File: src/rtl/prbs15_lock_ctrl_if.sv
// Byte-stream and status bundle between the loopback capture path, the lock
// controller and the readout register bank.
interface prbs15_lock_ctrl_if #(parameter int CW = 32);
   logic          enable;
   logic [7:0]    rx_byte;
   logic          rx_valid;
   logic          clear_counters;
   logic [1:0]    state;
   logic          locked;
   logic          lock_lost;
   logic [CW-1:0] byte_cnt;
   logic [CW-1:0] err_byte_cnt;
   logic [CW-1:0] err_bit_cnt;
   logic          cnt_sat;

   modport master (
      output enable, rx_byte, rx_valid, clear_counters,
      input  state, locked, lock_lost, byte_cnt, err_byte_cnt, err_bit_cnt, cnt_sat
   );

   modport slave (
      input  enable, rx_byte, rx_valid, clear_counters,
      output state, locked, lock_lost, byte_cnt, err_byte_cnt, err_bit_cnt, cnt_sat
   );
endinterface

File: src/rtl/prbs15_lock_ctrl.sv
// PRBS15 (x^15+x^14+1) loopback checker: self-seeded byte predictor plus a
// SEARCH/LOCKED controller with saturating statistics counters.
module prbs15_byte (
   input  logic       clk,
   input  logic       rst_n,
   input  logic [7:0] data_in,
   output logic [7:0] prbs_out
);
   // Last two received bytes, oldest serial bit at [15]; bit 7 of a byte is sent first.
   logic [15:0] hist;

   always_ff @(posedge clk or negedge rst_n)
      if (!rst_n) hist <= '0;
      else        hist <= {hist[7:0], data_in};

   // s[n] = s[n-14] ^ s[n-15]; every tap of the next byte lies inside hist.
   always_comb begin
      prbs_out = '0;
      for (int i = 0; i < 8; i++)
         prbs_out[7-i] = hist[13-i] ^ hist[14-i];
   end
endmodule

module prbs15_lock_ctrl #(
   parameter int LOCK_COUNT   = 16,
   parameter int UNLOCK_COUNT = 4,
   parameter int CW           = 32
) (
   input  logic                  clk,
   input  logic                  rst_n,
   prbs15_lock_ctrl_if.slave     bus
);
   typedef enum logic [1:0] {IDLE = 2'd0, SEARCH = 2'd1, LOCKED = 2'd2} state_t;

   state_t        st;
   logic          locked_q, lock_lost_q, cnt_sat_q;
   logic [CW-1:0] byte_q, err_byte_q, err_bit_q;
   logic [CW-1:0] byte_nxt, err_byte_nxt, err_bit_nxt;
   logic [CW:0]   bit_sum;
   logic [7:0]    good_run, bad_run;
   logic [1:0]    vld_hist;
   logic [7:0]    pred, mismatch;
   logic [3:0]    nbits;
   logic          cmp_ok, errored, count_en, sat_nxt;

   prbs15_byte u_pred (.clk(clk), .rst_n(rst_n), .data_in(bus.rx_byte), .prbs_out(pred));

   // A prediction is only trustworthy when both seeding bytes were valid too.
   assign cmp_ok   = bus.rx_valid & vld_hist[0] & vld_hist[1];
   assign mismatch = pred ^ bus.rx_byte;
   assign errored  = |mismatch;
   assign count_en = bus.enable & cmp_ok & (st == LOCKED);

   always_comb begin
      nbits = '0;
      for (int i = 0; i < 8; i++)
         nbits = nbits + {3'b000, mismatch[i]};
   end

   always_comb begin
      byte_nxt     = byte_q;
      err_byte_nxt = err_byte_q;
      err_bit_nxt  = err_bit_q;
      bit_sum      = {1'b0, err_bit_q} + {{(CW-3){1'b0}}, nbits};
      if (count_en) begin
         if (~&byte_q) byte_nxt = byte_q + CW'(1);
         if (errored) begin
            if (~&err_byte_q) err_byte_nxt = err_byte_q + CW'(1);
            err_bit_nxt = bit_sum[CW] ? '1 : bit_sum[CW-1:0];
         end
      end
   end

   assign sat_nxt = cnt_sat_q | (&byte_nxt) | (&err_byte_nxt) | (&err_bit_nxt);

   always_ff @(posedge clk or negedge rst_n) begin
      if (!rst_n) begin
         st          <= IDLE;
         locked_q    <= 1'b0;
         lock_lost_q <= 1'b0;
         cnt_sat_q   <= 1'b0;
         byte_q      <= '0;
         err_byte_q  <= '0;
         err_bit_q   <= '0;
         good_run    <= '0;
         bad_run     <= '0;
         vld_hist    <= '0;
      end else begin
         vld_hist    <= {vld_hist[0], bus.rx_valid};
         lock_lost_q <= 1'b0;
         if (bus.clear_counters) begin
            byte_q     <= '0;
            err_byte_q <= '0;
            err_bit_q  <= '0;
            cnt_sat_q  <= 1'b0;
         end else begin
            byte_q     <= byte_nxt;
            err_byte_q <= err_byte_nxt;
            err_bit_q  <= err_bit_nxt;
            cnt_sat_q  <= sat_nxt;
         end
         if (!bus.enable) begin
            st       <= IDLE;
            locked_q <= 1'b0;
         end else begin
            case (st)
               IDLE: begin
                  st       <= SEARCH;
                  good_run <= '0;
                  bad_run  <= '0;
               end
               SEARCH: if (cmp_ok) begin
                  if (errored)
                     good_run <= '0;
                  else if (good_run == 8'(LOCK_COUNT - 1)) begin
                     st       <= LOCKED;
                     locked_q <= 1'b1;
                     good_run <= '0;
                     bad_run  <= '0;
                  end else
                     good_run <= good_run + 8'd1;
               end
               LOCKED: if (cmp_ok) begin
                  if (!errored)
                     bad_run <= '0;
                  else if (bad_run == 8'(UNLOCK_COUNT - 1)) begin
                     st          <= SEARCH;
                     locked_q    <= 1'b0;
                     lock_lost_q <= 1'b1;
                     good_run    <= '0;
                     bad_run     <= '0;
                  end else
                     bad_run <= bad_run + 8'd1;
               end
               default: st <= IDLE;
            endcase
         end
      end
   end

   assign bus.state        = st;
   assign bus.locked       = locked_q;
   assign bus.lock_lost    = lock_lost_q;
   assign bus.byte_cnt     = byte_q;
   assign bus.err_byte_cnt = err_byte_q;
   assign bus.err_bit_cnt  = err_bit_q;
   assign bus.cnt_sat      = cnt_sat_q;
endmodule
File: src/flat_wrapper.sv
// flat-port wrapper written by rule: the top's interface ports become plain ports
module prbs15_lock_ctrl_flat 
#(
   parameter int LOCK_COUNT   = 16,
   parameter int UNLOCK_COUNT = 4,
   parameter int CW           = 32
)
  (clk, rst_n, bus_enable, bus_rx_byte, bus_rx_valid, bus_clear_counters, bus_state, bus_locked, bus_lock_lost, bus_byte_cnt, bus_err_byte_cnt, bus_err_bit_cnt, bus_cnt_sat);
  prbs15_lock_ctrl_if #(.CW(CW)) bus_i ();
  input  logic clk;
  input  logic rst_n;
  input wire logic [$bits(bus_i.enable)-1:0] bus_enable;
  input wire logic [$bits(bus_i.rx_byte)-1:0] bus_rx_byte;
  input wire logic [$bits(bus_i.rx_valid)-1:0] bus_rx_valid;
  input wire logic [$bits(bus_i.clear_counters)-1:0] bus_clear_counters;
  output wire logic [$bits(bus_i.state)-1:0] bus_state;
  output wire logic [$bits(bus_i.locked)-1:0] bus_locked;
  output wire logic [$bits(bus_i.lock_lost)-1:0] bus_lock_lost;
  output wire logic [$bits(bus_i.byte_cnt)-1:0] bus_byte_cnt;
  output wire logic [$bits(bus_i.err_byte_cnt)-1:0] bus_err_byte_cnt;
  output wire logic [$bits(bus_i.err_bit_cnt)-1:0] bus_err_bit_cnt;
  output wire logic [$bits(bus_i.cnt_sat)-1:0] bus_cnt_sat;
  assign bus_i.enable = bus_enable;
  assign bus_i.rx_byte = bus_rx_byte;
  assign bus_i.rx_valid = bus_rx_valid;
  assign bus_i.clear_counters = bus_clear_counters;
  assign bus_state = bus_i.state;
  assign bus_locked = bus_i.locked;
  assign bus_lock_lost = bus_i.lock_lost;
  assign bus_byte_cnt = bus_i.byte_cnt;
  assign bus_err_byte_cnt = bus_i.err_byte_cnt;
  assign bus_err_bit_cnt = bus_i.err_bit_cnt;
  assign bus_cnt_sat = bus_i.cnt_sat;
  prbs15_lock_ctrl #(.LOCK_COUNT(LOCK_COUNT), .UNLOCK_COUNT(UNLOCK_COUNT), .CW(CW)) u_core (.clk(clk), .rst_n(rst_n), .bus(bus_i));
endmodule
File: config.mk
export PLATFORM = sky130hd
export DESIGN_NAME = prbs15_lock_ctrl_flat
export DESIGN_NICKNAME = d
export VERILOG_FILES = /design/src/rtl/prbs15_lock_ctrl_if.sv /design/src/rtl/prbs15_lock_ctrl.sv /design/src/flat_wrapper.sv
export SDC_FILE = /design/constraint.sdc
export NUM_CORES = 1
export LEC_CHECK = 0
export CAP_MARGIN = 15
export CORE_ASPECT_RATIO = 0.9
export CORE_MARGIN = 2
export CORE_UTILIZATION = 25
export DETAILED_ROUTE_END_ITERATION = 7
export GPL_TIMING_DRIVEN = 1
export PLACE_DENSITY = 0.47
export SYNTH_ARGS = -nofsm -noshare
export SYNTH_HDL_FRONTEND = slang
export SYNTH_SLANG_ARGS = --single-unit
File: constraint.sdc
create_clock -name clk -period 6.57 [get_ports clk]
set_clock_uncertainty 0.15 [all_clocks]
set_input_delay 1.971 -clock clk [delete_from_list [all_inputs] [get_ports clk]]
set_output_delay 1.971 -clock clk [all_outputs]
set_load 0.005 [all_outputs]
==> results.cfg <==
[outcome]
status = complete, no violations

[drt]
drc = 0
drt_wl_total_um = 26800
drt_iter0_markers = 762
via_per_inst = 5.08
vias = 7556
postRouteAntennaNets = 0
routed_wire_length_per_instance_um = 18.0
dr.pass1.iters = 5

[yosys]
async_reset_ff_share_pct = 100
syn_avg_cell_area_sq_um = 8.95
synth_cell_types = 72
syn_area_sq_um = 8100
synth_edf_count = 0
yosysTopAreaCellShare_pct = 41.4
ys.warnings.count = 0
synth_nets = 935
yosysTopAreaCell = dfrtp_1
ys_top_cells_by_area = dfrtp_1 (41%), nor2_1 (5.1%), xnor2_1 (4.8%)
post-synth-top-count-cell = dfrtp_1
synth.top_cells.by_count = dfrtp_1 (134), nor2_1 (110), nand2_1 (67), nand3_1 (49)
ys_ff_latch = 134
yosysSeqAreaShare_pct = 41.4
synth_top_flop_cell = dfrtp_1
synth_cells = 905

[timing]
setup_viol_count_final = 0
finalSetupTns_ns = 0
slew_violations = 0
final.min_clock_period_ns = 6.52
finalCritPeriodShare_pct = 99.2
fmax_mhz = 153
worstMarginPinSlew_ns = 1.06
hold_viol = 0
rsz0062_at_grt = true
slew-limit-headroom_pct = 29.1

[cells_and_area]
drive_gt1_share_pct = 14.2
final_cells = 1487
diodes = 0
fin_nets = 1088
area.growth.synth_to_final_pct = 34.0

[place]
dp.cells = 1449
hpwl_um = 19400
io_buffers = 113
gp_congestion = 0.867

[power_and_ir_drop]
clkPwrFrac_pct = 45.9
p_sw_share_pct = 27.8
p_sw_mw = 0.591
cell_internal_pwr_mw = 1.54
p_seq_share_pct = 39.8
p_leak_nw = 4.12
power_density_nw_per_um2 = 196
share_comb_of_total_power_pct = 14.3
ir_drop_uv = 138

[grt]
antenna_found_initial = 0
grt_max_degree = 95
first_global_vias = 7442
grt_pass1_wl_um = 43800
grt_overflow = 0
grt.total_usage_pct = 16.2

[clock_network]
cts_max_level = 4
cts.clk_slew.worst_paths_ns = 0.07
clkSinkCount = 134
cts_buffers = 17
ctsHoldBuffers = 0
cts-root-buf = clkbuf_16
cts_tree = built
clk_latency_ns = 0.43
cts_max_path_buffers = 2

[critical_path]
rr_startpoint = u_core.u_pred.hist[8]
critPathLaunchType = input port
path_class = in -> reg
worstSetupEndpointType = flip-flop
worst_ep_arrival_time_ns = 6.72
required_ns = 6.78
path_max_fanout = 4
cp-startpoint = bus_rx_byte[0]

[worst_hold_path]
hold_path.startpoint = u_core.u_pred.hist[5]
hp-class = reg -> reg

[floorplanning]
io_pins = 114
row_count = 62
die_w_um = 194
die_y_um = 175
start_util_pct = 25.4
core_area_sq_um = 31900
dieArea_sq_um = 33900

[job]
max_cap_violations = 0
-- worst max-delay path, cell delays in order --
cell and delay (ns):
buf_2 0.12, xnor2_2 0.16, xor2_2 0.23, ha_4 0.24, inv_2 0.05, fa_1 0.41
fa_1 0.51, inv_2 0.04, fa_2 0.35, inv_2 0.07, fa_2 0.45, fa_2 0.40
nor2b_4 0.12, o21a_2 0.17, buf_6 0.13, buf_4 0.11, o2111ai_2 0.18, a21oi_2 0.25
o221ai_2 0.12, nor4_2 0.39, o2111ai_2 0.16, nand3_1 0.12
-- logic make-up (layout without fill, tap and decap cells) --
group           count (synthesis)  after routing  share of synthesized area (%)
fa+ha+maj                      17             17                           3.09
flops                         134            134                           41.4
compound gates                160            160                           13.5
simple gates                  439            439                           28.6
xor+xnor                       88             88                           9.51
buf+inv                        60            226                           2.98
mux                             7              7                          0.865
-- layer usage --
layer | vias up | wire [um] | global-route usage, %
met1 | 3715 | 13400 | 24.6
met4 | 0 | 201 | 3.24
met3 | 15 | 1430 | 2.76
li1 | 3612 | - | -
met5 | - | 0 | 0
met2 | 214 | 11800 | 24.0
-- final timing paths --
check / end / slack, ns / cells after the start
worst min register to register: u_core.u_pred.hist[13] / 0.20 / 0
worst min-delay path: u_core.u_pred.hist[13] / 0.20 / 0
worst max-delay path: u_core.bus.cnt_sat / 0.05 / 22
worst max register to register: u_core.bus.cnt_sat / 1.18 / 22
max in group asynchronous: u_core.good_run[0] / 3.62 / 2
min in group asynchronous: u_core.bus.err_byte_cnt[4] / 1.49 / 1
-- timing repair --
action                                  4_1_cts  5_1_grt
gates resized for setup                      37       15
endpoints found under the setup margin       29       24
buffers inserted                              3        3
pin swaps                                    24       25
-- power by group through the flow --
stage / sequential (mW) / combinational (mW) / clock, mW
finish: 0.848 / 0.304 / 0.976
global route: 0.851 / 0.340 / 1.03
CTS: 0.848 / 0.296 / 1.00
detailed placement: 0.863 / 0.273 / 0
global placement: 0.863 / 0.272 / 0
floorplan: 0.857 / 0.165 / 0
-- cell type report --
type                    instances  area (sq um)
repair buffers                172          1580
inverters                      22          82.6
clock buffers                  18           429
well taps                     416           520
multi-input cells             711          4740
fillers                      3298         21000
clock inverters                14           153
flip-flops and latches        134          3350
-- registers in the layout, indices dropped and copies added, names as in the netlist, 2 cells and up --
register / count
u_core.bus.err_bit_cnt: 32
u_core.vld_hist: 2
u_core.bus.err_byte_cnt: 32
u_core.good_run: 8
u_core.bus.byte_cnt: 32
u_core.u_pred.hist: 15
u_core.bus.state: 2
u_core.bad_run: 8
-- through the flow --
stage               area [sq um]  worst slack, ns  hold slack (ns)  total power, mW  utilization, %
detailed placement         10000           -0.866            0.186             1.14            31.4
CTS                        10700          -0.0424            0.200             2.15            33.7
floorplan                   8120          0.00606            0.181             1.02               -
global placement           10000           -0.806            0.182             1.13            31.4
global route               10900           -0.136            0.213             2.22            34.1
finish                     10900           0.0521            0.199             2.13            34.1
-- placed cells by master, fill, tap and decap left out, drive strengths merged, types with 7 or more instances in the layout --
cell and count:
dfrtp 134, nor2 110, clkdlybuf4s50 107, nand2 68, buf 63, nand3 51, xnor2 44, xor2 44
nor3 41, o21ai 40, nand4 39, a21oi 37, nor4 30, and3 25, inv 25, clkbuf 18
nor2b 12, ha 12, and4 11, a31oi 11, or3 11, o21a 9, o211ai 8, or4 8
and2 7, mux2i 7, nand2b 7, clkinvlp 7, a211oi 7
Note: power is estimated with default switching activity, not from simulation.
